`config.mk`:
```
export PLATFORM = sky130hd
export DESIGN_NAME = demux4_seq
export DESIGN_NICKNAME = d
export VERILOG_FILES = /design/src/rtl/demux4_seq.sv
export SDC_FILE = /design/constraint.sdc
export NUM_CORES = 1
export LEC_CHECK = 0
export ABC_AREA = 1
export BUFFER_PORTS_ARGS = -buffer_cell sky130_fd_sc_hd__buf_2
export CAP_MARGIN = 15
export CORE_MARGIN = 2
export CORE_UTILIZATION = 35
export CTS_CLUSTER_SIZE = 24
export DETAILED_ROUTE_END_ITERATION = 16
export SLEW_MARGIN = 20
export SYNTH_ARGS = -nofsm -noshare
export SYNTH_HDL_FRONTEND = slang
export SYNTH_SLANG_ARGS = --single-unit
export TNS_END_PERCENT = 20
```
`constraint.sdc`:
```
create_clock -name clk -period 1.7 [get_ports clk]
set_input_delay 0.17 -clock clk [delete_from_list [all_inputs] [get_ports clk]]
set_output_delay 0.17 -clock clk [all_outputs]
set_load 0.1 [all_outputs]
```
`src/rtl/demux4_seq.sv`:
```
// demux4_seq: 1-to-4 demultiplexer with a one-entry holding register per output channel.
// Optional auto round-robin distribution is built only when DEMUX_AUTO_EN is defined.
module demux4_seq #(
  parameter int unsigned W = 4
) (
  input  logic           clk,
  input  logic           reset,
  input  logic [W-1:0]   d,
  input  logic           in_valid,
  output logic           in_ready,
  input  logic [1:0]     select,
  input  logic           auto,
  output logic [4*W-1:0] q,
  output logic [3:0]     q_valid,
  input  logic [3:0]     q_ready
);

  logic [W-1:0] data_q [4];
  logic [W-1:0] data_d [4];
  logic [3:0]   v_q;
  logic [3:0]   v_d;
  logic [1:0]   tgt;
  logic         accept;

`ifdef DEMUX_AUTO_EN
  logic [1:0] ptr_q;
  logic [1:0] ptr_d;

  always_comb begin
    tgt = auto ? ptr_q : select;
  end

  // Pointer moves only on an actual accept in auto mode; toggling auto leaves it alone.
  always_comb begin
    ptr_d = ptr_q;
    if (accept && auto) begin
      ptr_d = ptr_q + 2'd1;
    end
  end

  always_ff @(posedge clk or posedge reset) begin
    if (reset) begin
      ptr_q <= '0;
    end else begin
      ptr_q <= ptr_d;
    end
  end
`else
  logic auto_unused;
  assign auto_unused = auto;

  always_comb begin
    tgt = select;
  end
`endif

  always_comb begin
    in_ready = !v_q[tgt] || q_ready[tgt];
    accept   = in_valid && in_ready;
  end

  // Drain and reload of the same channel on one edge: the accept wins and keeps v set.
  always_comb begin
    for (int unsigned i = 0; i < 4; i++) begin
      v_d[i]    = v_q[i] && !q_ready[i];
      data_d[i] = data_q[i];
      if (accept && (tgt == 2'(i))) begin
        v_d[i]    = 1'b1;
        data_d[i] = d;
      end
    end
  end

  always_ff @(posedge clk or posedge reset) begin
    if (reset) begin
      v_q <= '0;
      for (int unsigned i = 0; i < 4; i++) begin
        data_q[i] <= '0;
      end
    end else begin
      v_q <= v_d;
      for (int unsigned i = 0; i < 4; i++) begin
        data_q[i] <= data_d[i];
      end
    end
  end

  always_comb begin
    q = '0;
    for (int unsigned i = 0; i < 4; i++) begin
      q[i*W +: W] = data_q[i];
    end
    q_valid = v_q;
  end

endmodule

```
==> results.yml <==
synth:
  synth-simple-area-share: 0.388
  ys_seq_area_frac: 0.520
  syn-num-nets: 124
  ys_seq_elements: 20
  synthCells: 110
  syn_avg_cell_area_um2: 8.75
  synthDistinctLibCells: 16
  synth_largest_area_cell: "dfrtp_1"
  synthAdderAreaFrac: 0
  synth_compound_area_frac: 0.0208
  synth_top_family_by_area: "simple AND/OR/NAND/NOR gates"
  ys.warnings.count: 0
  synth_xor_area_frac: 0
  synth_mux_area_frac: 0
  yosys.area.top_type_share: 0.520
  synth_area_leaders: "dfrtp_1, nand2_1, nand4_1"
  synth_area_um2: 962
route:
  drc: 0
  ant_nets: 0
  dr.pass1.iters: 3
  via_count: 859
  routedWlPerCell_um: 11.7
  vias_per_cell: 4.85
  drt_wl_total_mm: 2.07
  drt_iter0_markers: 14
cts:
  cts_root_buf: "clkbuf_4"
  clk_path_buf_depth: 2
  cts_tree: "built"
  htree_levels: 1
  clk_latency_ps: 300
  cts_sinks: 20
  cts_inserted_buffers: 3
  postCtsSetupBuffers: 0
  clk_pin_slew_ps: 110
layout:
  synthToLayoutAreaGrowth_pct: 26.9
  antenna_cells: 0
  fillCellCount: 279
  nNetsFinal: 161
  final_common_cell: "nand2_1"
  utilization: 0.455
  final_cell_mix: "nand2_1, buf_2, nand4_1, dfrtp_1, inv_1"
  drive_above_1_share: 0.349
global_routing:
  overflow: 0
  grt_pass1_wl_mm: 3.61
  antenna_found_initial: 0
  grt_pass1_vias: 824
  grt.total_usage: 0.141
  grt_max_degree: 21
timing:
  report.final.slew_viol_count: 0
  tns_ps: 0
  tightestPinTransition_ps: 492
  maxSlewHeadroom: 0.674
  rsz0062_at_grt: "no"
  fin_skew_ps: 8.21
  clock.fmax_mhz: 642
  min_period_ps: 1560
  hold_violations: 0
  finalSetupViolCount: 0
  period_share: 0.916
setup_path:
  crit_path_end_kind: "output pin"
  worstPathRequired_ps: 1530
  cp_max_fo: 14
  r2r_end: "q[5]"
  cp-start-kind: "flop"
  worstPathArrival_ps: 1390
  ff2ff_setup_slack_ps: 360
  reg2regPathDepth: 8
  r2r_start: "q_valid[2]"
  critPathKind: "reg2out"
die:
  die_x_um: 56.4
  pin_count: 35
  die_area_um2: 3180
  die_height_um: 56.4
  initial_core_util: 0.358
  rows: 19
  core_um2: 2690
worst_hold_path:
  hold_path.startpoint: "q_ready[1]"
  min_to: "q_valid[1]"
  hold_depth: 2
  min_path_type: "in2reg"
power:
  p_leak_nw: 0.676
  p_per_area_nw_per_um2: 1480
  vdd_ir_drop_max_v: 0.000905
run_status:
  status: "finished clean"
flow_run:
  maxCapViolCount: 0
placed_design:
  io_buffers: 33
  gp_congestion: 0.744
  dp_hpwl_mm: 1.65
[kinds of logic after synthesis]
logic type	count (synthesis)
AOI/OAI and AO/OA	4
buffers and inverters	13
and+or+nand+nor	73
DFF	20
[Yosys cell counts]
library cell,number
nand2_2,1
clkbuf_1,1
nor2_2,1
dfrtp_1,20
inv_2,1
buf_2,1
inv_1,7
o21ai_0,4
nand2_1,45
buf_4,1
nand3_4,3
nand3_1,4
buf_6,2
nand4_1,16
nor2_1,2
nor2_4,1
[what timing repair did]
action | in CTS | in global routing
hold buffers | 1 | 0
hold endpoints to repair | 8 | 0
setup endpoints to repair | 0 | 1
gates resized for setup | 0 | 1
[per-layer routing]
| layer | routed length (µm) | global-route usage |
|---|---|---|
| met3 | 86 | 0.0184 |
| met4 | 31 | 0.0510 |
| met2 | 1010 | 0.229 |
| met5 | 0 | 0 |
| met1 | 939 | 0.192 |
[state kept, by name (all words and copies together), names as in the netlist]
signal	count
q_valid	4
q	16
[power by group]
| group | total (W) | switching [W] | leakage (nW) | internal (W) |
|---|---|---|---|---|
| clock network | 0.000272 | 0.000142 | 0.0210 | 0.000131 |
| logic | 0.000931 | 0.000801 | 0.408 | 0.000130 |
| registers | 0.000604 | 0.0000433 | 0.247 | 0.000561 |
[final cells by class]
| type | instances | area [µm²] | share of cell area |
|---|---|---|---|
| Clock buffer | 4 | 36.3 | 0.0297 |
| Inverter | 8 | 30.0 | 0.0246 |
| Multi-Input combinational cell | 77 | 398 | 0.326 |
| Sequential cell | 20 | 505 | 0.414 |
| Tap cell | 31 | 38.8 | 0.0318 |
| Timing Repair Buffer | 37 | 213 | 0.174 |
[critical path, stage by stage, from the launching register on]
cell and delay [ps]:
dfrtp_2 430, nand2_1 60, nand2_1 40, nand2_1 50, nand2_1 90, nand2_4 200, buf_12 210
[metrics by stage]
stage          total power [W]  setup slack, ps  std cells  hold WS (ps)  instance area, µm²
2_1_floorplan          0.00139              155        110           134                 967
3_3_place_gp           0.00154              204        172           153                1170
3_5_place_dp           0.00155              192        172           157                1170
4_1_cts                0.00183             30.0        177          35.9                1220
5_1_grt                0.00190             26.1        177          34.8                1220
6_report               0.00181              143        177          49.0                1220
[how the worst max path moves through the flow]
| stage | start | end |
|---|---|---|
| 6_report | q_valid[2] | in_ready |
| 5_1_grt | q_valid[3] | in_ready |
| 4_1_cts | q_valid[3] | in_ready |
| 3_5_place_dp | select[0] | q[7] |
| 3_3_place_gp | select[0] | q[7] |
| 2_1_floorplan | q_valid[3] | q[10] |
Note: power is estimated with default switching activity, not from simulation.
